<file path="src/rtl/matmul_pkg.sv">
// Shared constants, widths and scheduler state encoding for the matmul job sequencer.
package matmul_pkg;

  localparam int unsigned MAX_ELEMENT_SIZE = 8;
  localparam int unsigned MAX_SIZE_A       = 32;
  localparam int unsigned MAX_SIZE_B       = 32;
  localparam int unsigned ACC_W            = 2 * MAX_ELEMENT_SIZE + $clog2(MAX_SIZE_A);

  localparam int unsigned ROW_W  = $clog2(MAX_SIZE_A);
  localparam int unsigned COL_W  = $clog2(MAX_SIZE_B);
  localparam int unsigned DIMA_W = ROW_W + 1;
  localparam int unsigned DIMB_W = COL_W + 1;
  localparam int unsigned VEC_W  = MAX_SIZE_A * MAX_ELEMENT_SIZE;

  typedef enum logic [2:0] {
    IDLE = 3'd0,
    REQ  = 3'd1,
    WAIT = 3'd2,
    MAC  = 3'd3,
    EMIT = 3'd4,
    FIN  = 3'd5
  } sched_state_t;

endpackage

</file>
<file path="src/rtl/dot_product_mac.sv">
// Serial dot-product accumulator: one a[k]*b[k] product added per step.
module dot_product_mac
  import matmul_pkg::*;
(
  input  logic             clk,
  input  logic             rst_n,
  input  logic             i_clear,
  input  logic             i_step,
  input  logic [ROW_W-1:0] i_k,
  input  logic [VEC_W-1:0] i_a_vec,
  input  logic [VEC_W-1:0] i_b_vec,
  output logic [ACC_W-1:0] o_acc
);

  logic [MAX_ELEMENT_SIZE-1:0] w_a;
  logic [MAX_ELEMENT_SIZE-1:0] w_b;
  logic [ACC_W-1:0]            w_prod;
  logic [ACC_W-1:0]            r_acc;

  assign w_a    = i_a_vec[i_k * MAX_ELEMENT_SIZE +: MAX_ELEMENT_SIZE];
  assign w_b    = i_b_vec[i_k * MAX_ELEMENT_SIZE +: MAX_ELEMENT_SIZE];
  assign w_prod = ACC_W'(w_a) * ACC_W'(w_b);

  // Accumulator: clear wins over step so a fresh operand pair always starts from zero.
  always_ff @(posedge clk or negedge rst_n) begin
    if (!rst_n) begin
      r_acc <= '0;
    end else if (i_clear) begin
      r_acc <= '0;
    end else if (i_step) begin
      r_acc <= r_acc + w_prod;
    end
  end

  assign o_acc = r_acc;

endmodule

</file>
<file path="src/rtl/matmul_scheduler.sv">
// Sequences one C = A x B job: requests each (row, col) operand pair, MACs it, hands C[row][col] on.
module matmul_scheduler
  import matmul_pkg::*;
(
  input  logic              clk,
  input  logic              rst_n,
  input  logic              start,
  input  logic [DIMA_W-1:0] num_rows_a,
  input  logic [DIMA_W-1:0] num_inner,
  input  logic [DIMB_W-1:0] num_cols_b,
  output logic              busy,
  output logic              req_valid,
  output logic [ROW_W-1:0]  req_a_row,
  output logic [COL_W-1:0]  req_b_col,
  input  logic              req_ready,
  input  logic              ld_valid,
  input  logic [ROW_W-1:0]  ld_a_addr,
  input  logic [COL_W-1:0]  ld_b_addr,
  input  logic [VEC_W-1:0]  ld_a_row,
  input  logic [VEC_W-1:0]  ld_b_col,
  output logic              res_valid,
  input  logic              res_ready,
  output logic [ROW_W-1:0]  res_row,
  output logic [COL_W-1:0]  res_col,
  output logic [ACC_W-1:0]  res_data,
  output logic              done
);

  sched_state_t r_state;
  sched_state_t w_state_nxt;

  logic [DIMA_W-1:0] r_rows;
  logic [DIMA_W-1:0] r_inner;
  logic [DIMB_W-1:0] r_cols;
  logic [ROW_W-1:0]  r_row;
  logic [COL_W-1:0]  r_col;
  logic [ROW_W-1:0]  r_k;
  logic [VEC_W-1:0]  r_a_vec;
  logic [VEC_W-1:0]  r_b_vec;
  logic              r_busy;
  logic              r_req_valid;
  logic              r_res_valid;
  logic              r_done;

  logic [DIMA_W-1:0] w_rows_clamp;
  logic [DIMA_W-1:0] w_inner_clamp;
  logic [DIMB_W-1:0] w_cols_clamp;
  logic              w_zero_dim;
  logic              w_ld_hit;
  logic              w_last_k;
  logic              w_last_col;
  logic              w_last_row;
  logic              w_clear;
  logic              w_step;
  logic [ACC_W-1:0]  w_acc;

  assign w_rows_clamp  = (num_rows_a > DIMA_W'(MAX_SIZE_A)) ? DIMA_W'(MAX_SIZE_A) : num_rows_a;
  assign w_inner_clamp = (num_inner  > DIMA_W'(MAX_SIZE_A)) ? DIMA_W'(MAX_SIZE_A) : num_inner;
  assign w_cols_clamp  = (num_cols_b > DIMB_W'(MAX_SIZE_B)) ? DIMB_W'(MAX_SIZE_B) : num_cols_b;
  assign w_zero_dim    = (num_rows_a == '0) || (num_inner == '0) || (num_cols_b == '0);

  // Only the operand pair for the outstanding request is accepted; anything else is stale.
  assign w_ld_hit   = ld_valid && (ld_a_addr == r_row) && (ld_b_addr == r_col);
  assign w_last_k   = ({1'b0, r_k}   == (r_inner - DIMA_W'(1)));
  assign w_last_col = ({1'b0, r_col} == (r_cols  - DIMB_W'(1)));
  assign w_last_row = ({1'b0, r_row} == (r_rows  - DIMA_W'(1)));

  // Next-state decode plus MAC control strobes.
  always_comb begin
    w_state_nxt = r_state;
    w_clear     = 1'b0;
    w_step      = 1'b0;
    case (r_state)
      IDLE: if (start) w_state_nxt = w_zero_dim ? FIN : REQ;
      REQ:  if (req_ready) w_state_nxt = WAIT;
      WAIT: begin
        if (w_ld_hit) begin
          w_clear     = 1'b1;
          w_state_nxt = MAC;
        end
      end
      MAC: begin
        w_step = 1'b1;
        if (w_last_k) w_state_nxt = EMIT;
      end
      EMIT: if (res_ready) w_state_nxt = (w_last_col && w_last_row) ? FIN : REQ;
      FIN:  w_state_nxt = IDLE;
      default: w_state_nxt = IDLE;
    endcase
  end

  // State register.
  always_ff @(posedge clk or negedge rst_n) begin
    if (!rst_n) r_state <= IDLE;
    else        r_state <= w_state_nxt;
  end

  // Job dimensions, pair/k counters, operand capture and registered handshake outputs.
  always_ff @(posedge clk or negedge rst_n) begin
    if (!rst_n) begin
      r_rows      <= '0;
      r_inner     <= '0;
      r_cols      <= '0;
      r_row       <= '0;
      r_col       <= '0;
      r_k         <= '0;
      r_a_vec     <= '0;
      r_b_vec     <= '0;
      r_busy      <= 1'b0;
      r_req_valid <= 1'b0;
      r_res_valid <= 1'b0;
      r_done      <= 1'b0;
    end else begin
      if ((r_state == IDLE) && start) begin
        r_rows  <= w_rows_clamp;
        r_inner <= w_inner_clamp;
        r_cols  <= w_cols_clamp;
        r_row   <= '0;
        r_col   <= '0;
      end
      if (w_clear) begin
        r_a_vec <= ld_a_row;
        r_b_vec <= ld_b_col;
        r_k     <= '0;
      end else if (w_step) begin
        r_k <= r_k + ROW_W'(1);
      end
      if ((r_state == EMIT) && res_ready) begin
        if (w_last_col) begin
          r_col <= '0;
          r_row <= r_row + ROW_W'(1);
        end else begin
          r_col <= r_col + COL_W'(1);
        end
      end
      r_busy      <= (w_state_nxt != IDLE);
      r_req_valid <= (w_state_nxt == REQ);
      r_res_valid <= (w_state_nxt == EMIT);
      r_done      <= (w_state_nxt == FIN);
    end
  end

  dot_product_mac u_mac (
    .clk     (clk),
    .rst_n   (rst_n),
    .i_clear (w_clear),
    .i_step  (w_step),
    .i_k     (r_k),
    .i_a_vec (r_a_vec),
    .i_b_vec (r_b_vec),
    .o_acc   (w_acc)
  );

  assign busy      = r_busy;
  assign req_valid = r_req_valid;
  assign req_a_row = r_row;
  assign req_b_col = r_col;
  assign res_valid = r_res_valid;
  assign res_row   = r_row;
  assign res_col   = r_col;
  assign res_data  = w_acc;
  assign done      = r_done;

endmodule
</file>
<file path="config.mk">
export PLATFORM = sky130hd
export DESIGN_NAME = matmul_scheduler
export DESIGN_NICKNAME = d
export VERILOG_FILES = /design/src/rtl/matmul_pkg.sv /design/src/rtl/dot_product_mac.sv /design/src/rtl/matmul_scheduler.sv
export SDC_FILE = /design/constraint.sdc
export NUM_CORES = 2
export LEC_CHECK = 0
export BUFFER_PORTS_ARGS = -buffer_cell sky130_fd_sc_hd__buf_2
export CELL_PAD_IN_SITES_DETAIL_PLACEMENT = 0
export CELL_PAD_IN_SITES_GLOBAL_PLACEMENT = 1
export CORE_MARGIN = 2
export CORE_UTILIZATION = 38
export DETAILED_ROUTE_END_ITERATION = 10
export PLACE_DENSITY = 0.72
export SYNTH_ARGS = -nofsm -noshare
export SYNTH_HDL_FRONTEND = slang
export SYNTH_HIERARCHICAL = 1
export SYNTH_SLANG_ARGS = --single-unit
</file>
<file path="constraint.sdc">
create_clock -name clk -period 6 [get_ports clk]
set_input_delay 0.6 -clock clk [delete_from_list [all_inputs] [get_ports clk]]
set_output_delay 0.6 -clock clk [all_outputs]
set_load 0.005 [all_outputs]
</file>
## Yosys cells after proc, flatten, opt, wreduce, memory -nomap -nowiden

Cells that the tools add are included.

| word-level totals | value |
|---|---|
| bits in registers | 573 |
| output and inout bits | 45 |

| cells by class | value |
|---|---|
| add/subtract/negate cells | 7 |
| multipliers | 1 |
| order comparisons | 3 |
| eq/ne operators | 12 |
| shifts and indexed selects | 2 |
| mux-type cells | 24 |
| reduce and logical (&&, ||, !) cells | 14 |

Operators by type and width:

| cell | number |
|---|---|
| $shiftx 256x9->8 | 2 |
| $mux 21 | 2 |
| $mux 5 | 8 |
| $add 21x16->21 | 1 |
| $mux 3 | 7 |
| $eq 5x6->1 | 3 |
| $gt 6x6->1 const B | 3 |
| $logic_not 6->1 | 3 |
| $mux 6 | 3 |
| $sub 6x1->6 const B | 3 |
| $mul 8x8->16 | 1 |
| $add 5x1->5 const B | 3 |
| $pmux 3 s5 | 1 |
| $eq 5x5->1 | 2 |
| $eq 3x3->1 const B | 3 |
| $eq 3x1->1 const B | 2 |
| $eq 3x2->1 const B | 2 |
| $logic_and 1x1->1 | 5 |
| $reduce_bool 2->1 | 2 |
| $logic_not 3->1 | 1 |
| $mux 1 | 3 |
| $reduce_bool 3->1 | 1 |
| $logic_or 1x1->1 | 2 |

## Logic depth before layout (Yosys ltp)

| depth | value |
|---|---|
| depth after elaboration | 7 |
| mapped depth | 22 |
| gate-level depth less buffers | 19 |

## Cells and area by module

Netlist, hierarchy kept.

By module, submodules not included:

| module | times used | cells each | area each (um^2) | seq. area each (um^2) |
|---|---|---|---|---|
| matmul_scheduler | 1 | 2,447 | 21,683.3 | 13,813.2 |
| dot_product_mac | 1 | 650 | 7,752.4 | 525.5 |

## Worst setup path after synthesis

No wires, ideal clock.

| timing path | value |
|---|---|
| path type | register to register |
| start | reg r_k[0] |
| end | reg u_mac.r_acc[18], in the netlist u_mac/o_acc[18] |
| setup time | 0.125 ns |
| arrival | 5.859 ns |
| slack | 0.016 ns |
| cell stages (with the launch flop) | 21 |
| path buffers | 2 |
| period minus slack after synthesis | 5.984 ns |
| path through | dfrtp_1 -> buf_4 -> buf_4 -> mux4_2 -> mux4_2 -> mux2i_4 -> nor2_1 -> fa_1 -> inv_1 -> fa_1 -> inv_1 -> fa_1 -> inv_1 -> fa_1 -> inv_1 -> ha_1 -> o211ai_1 -> o21ai_0 -> o2111ai_1 -> a21boi_0 -> mux2_2 |

| on the way | value |
|---|---|
| word-level cells in the longest chain between the ends | 5 |
| elaborated cells between the ends (all ways) | 6 |
| those cells by class | add/sub: 1; mul: 1; shift: 2; mux: 2 |

Ends and longest elaborated chain:

| item | RTL line | source |
|---|---|---|
| start, declared | matmul_scheduler.sv:37 | `logic [ROW_W-1:0] r_k;` |
| start signal, assigned | matmul_scheduler.sv:126 | `r_k <= r_k + ROW_W'(1);` |
| $shiftx 256x9->8, on equally long branches | dot_product_mac.sv:20, dot_product_mac.sv:21 |  |
| $mul 8x8->16 (*) | dot_product_mac.sv:22 | `assign w_prod = ACC_W'(w_a) * ACC_W'(w_b);` |
| $add 21x16->21 (*) | dot_product_mac.sv:31 | `r_acc <= r_acc + w_prod;` |
| $mux 21 (*) | dot_product_mac.sv:30 | `end else if (i_step) begin` |
| $mux 21 (*) | dot_product_mac.sv:28 | `end else if (i_clear) begin` |
| end signal, assigned | dot_product_mac.sv:31 |  |
| end, declared | dot_product_mac.sv:18 | `logic [ACC_W-1:0] r_acc;` |

Mark *: on every way between the ends. The rest lies on a longest branch, timed or not. The select of a mux whose other input is x is not followed.
A chain may end at the register's enable or synchronous reset.

## Worst setup path after layout

| timing path | value |
|---|---|
| start | reg r_k[0] |
| end | reg u_mac.r_acc[15], in the netlist u_mac/o_acc[15] |

The elaborated chain is that of the path after synthesis.

==> reports/results.ini <==
[cells_and_area]
syn_to_final_growth_pct=26.55
nNetsFinal=4360
final_layout_size_suffix_gt1_share_pct=29.45
fin_area_um2=37250
final_util_pct=48.32

[timing]
slew_viol_final=0
worst_pin_slew_ns=1.123
rsz0062_at_grt=yes
setup_viol_count_final=1
post-route-min-period_ns=6.001
finalCritPeriodShare_pct=100.0
final_hold_viol_count=5
fin_skew_ns=0.01946
relSlewSlack_pct=25.15
max_freq_mhz=166.6
hold_slack_ns=-0.02598
setup_slack_ns=-0.0007194

[synth]
yosysMostFrequentCell=nand2_1
yosysTopAreaCell=dfrtp_1
ys_top_cells_by_area=dfrtp_1 (49%), nand2_1 (20%), mux4_2 (11%)
yosys_register_bits=573
netlist_area_um2=29440
avgSynthCellArea_um2=9.505
synthTopCellsByCount=nand2_1 (1585), dfrtp_1 (573), mux4_2 (150), inv_1 (105), buf_2 (79)
async_flop_share_pct=100.0
synth_edf_count=0
synth_top_cell_area_share_pct=48.71
synth_warnings=6
seq_area_frac_synth_pct=48.71
syn_inst=3097
syn_nets=3740
ys_types=73
synth_flop_cell=dfrtp_1

[clock_network]
cts_tree=built
clock_path_buffers=3
cts.clk_slew.worst_paths_ns=0.06
worstSkewPairLatency_ns=0.62
clk_root_buffer_cell=clkbuf_16
cts_hold_buf=0
h-tree-depth=3
cts_sinks=573
cts_made_buffers=68

[floorplanning]
fp.dieArea_um2=79700
row_count=102
fp.dieH_um=282.3
fp.dieW_um=282.3
io_pins=591
coreArea_um2=77080
start_util_pct=38.19

[global_routing]
grt_overflow=0
grt_max_degree=158
first_global_vias=23800
antenna_found_initial=10
grt_pass1_wl_mm=144.1
track_usage_pct=24.26

[setup_path]
path_class=reg -> reg
end_kind=flip-flop
path_max_fanout=6
startpoint_type=flip-flop
critPathRequiredTime_ns=6.51
cp.arrival_ns=6.51
r2r_slack_ns=-0.0007

[detailed_routing]
ant_nets=0
vias=23660
drt-total-wl_mm=97.36
drt_pre_antenna_iters=5
wl_per_cell_um=20.22
drtIter0Drc=1481
viasPerCell=4.912
drc_errors=0

[run_status]
violations=negative hold slack, negative setup slack
status=finished with violations

[placed_design]
port_buffers=590
place_area_um2=33980
gp_congestion=0.8272
dp_hpwl_mm=72.89

[power_and_ir_drop]
max-vdd-ir-drop_uv=188.1
leakagePower_nw=19.92
p_per_area_nw_per_um2=231.4

[flow_run]
maxCapViolations=0

[worst_hold_path]
hp-class=in -> async

[where the power goes]
part	switching [W]	leakage, nW	internal, W
logic	0.000176	10.8	0.000139
registers	0	7.90	0.00386
clock network	0.00176	1.19	0.00268
total	0.00193	19.9	0.00669
[layout by cell type (no fill, tap or decap), types with 14 or more instances in the layout]
| master | n |
|---|---|
| clkbuf_16 | 71 |
| nand2_1 | 1584 |
| nand3_1 | 14 |
| buf_2 | 589 |
| mux4_2 | 150 |
| inv_1 | 90 |
| o21ai_0 | 29 |
| dfrtp_1 | 568 |
| buf_12 | 28 |
| clkinv_2 | 14 |
| mux2_2 | 15 |
| buf_4 | 90 |
| mux2i_1 | 21 |
| nand2b_1 | 30 |
| xnor2_1 | 15 |
| nor2_1 | 70 |
| buf_6 | 16 |
| inv_2 | 15 |
| ha_1 | 37 |
| fa_1 | 44 |
| xor2_1 | 20 |
[critical path, stage by stage, from the launching register on]
cell      delay [ns]
dfrtp_4         0.50
buf_12          0.16
buf_16          0.15
buf_12          0.12
mux4_2          0.43
mux4_2          0.55
mux2i_4         0.26
buf_6           0.16
nor2_2          0.04
fa_1            0.45
fa_1            0.48
fa_1            0.51
inv_2           0.04
fa_1            0.54
inv_2           0.05
ha_4            0.25
a21oi_4         0.17
o211ai_1        0.11
buf_4           0.17
a311oi_4        0.31
nor4b_2         0.08
a211o_1         0.31
[stage by stage]
step                      hold slack (ns)  total power, W     TNS, ns  worst slack [ns]  cells
final                            -0.02598        0.008621  -0.0007194        -0.0007194   4816
after global routing              0.02503        0.008897      -1.211           -0.2142   4814
after CTS                        0.001484        0.008724    -0.02432          -0.01578   4809
after detailed placement           0.4504        0.004257      -2.592           -0.3780   4657
after global placement             0.4446        0.004259      -2.088           -0.3263   4657
after floorplan                    0.3044        0.003949           0           0.01614   3097
[path summary, 6_finish.rpt]
check                         startpoint         endpoint  cells after the start
max in group asynchronous          rst_n     r_b_vec[177]                      2
hold / removal                     rst_n     r_a_vec[190]                      1
setup / recovery                  r_k[0]  u_mac/o_acc[15]                     21
setup reg to reg                  r_k[0]  u_mac/o_acc[15]                     21
hold reg to reg             r_a_vec[177]     r_a_vec[177]                      2
min in group clk           ld_a_row[210]     r_a_vec[210]                      3
[area by class of cell]
class,instances,area [µm²]
clock inverter,32,467.9
antenna,3,7.507
clock buffer,94,1941
timing repair buffer,733,4597
sequential,573,14350
tap,1040,1301
fill,7513,39830
multi-input combinational,2236,14190
inverter,105,394.1
[metal layers]
metal	global-route usage [%]	vias up	part of all wire (%)
li1	-	11230	-
met1	32.32	11640	43
met2	39.75	601	49
met3	3.956	174	4.9
met4	9.524	8	3.7
met5	0	-	0.044
[flip-flops by register name, indices dropped and copies added (netlist names)]
name,count
u_mac/o_acc,21
busy,1
done,1
req_b_col,5
r_state,3
r_inner,6
req_valid,1
r_cols,6
res_valid,1
r_k,5
r_a_vec,256
r_b_vec,256
r_rows,6
req_a_row,5
[cell families after synthesis]
group | synth area share, %
AOI/OAI and AO/OA | 2.750
adders and majority gates | 5.398
and+or+nand+nor | 24.00
xor gates and xnor gates | 1.041
DFF | 48.71
muxes | 13.70
buffers and inverters | 4.404
[repair_timing]
item,in CTS,in global routing
gates resized for setup,54,66
buffers inserted,23,4
pin swaps,12,39
gates cloned,3,2
setup endpoints to repair,13,13
(Power assumes the default switching activity.)
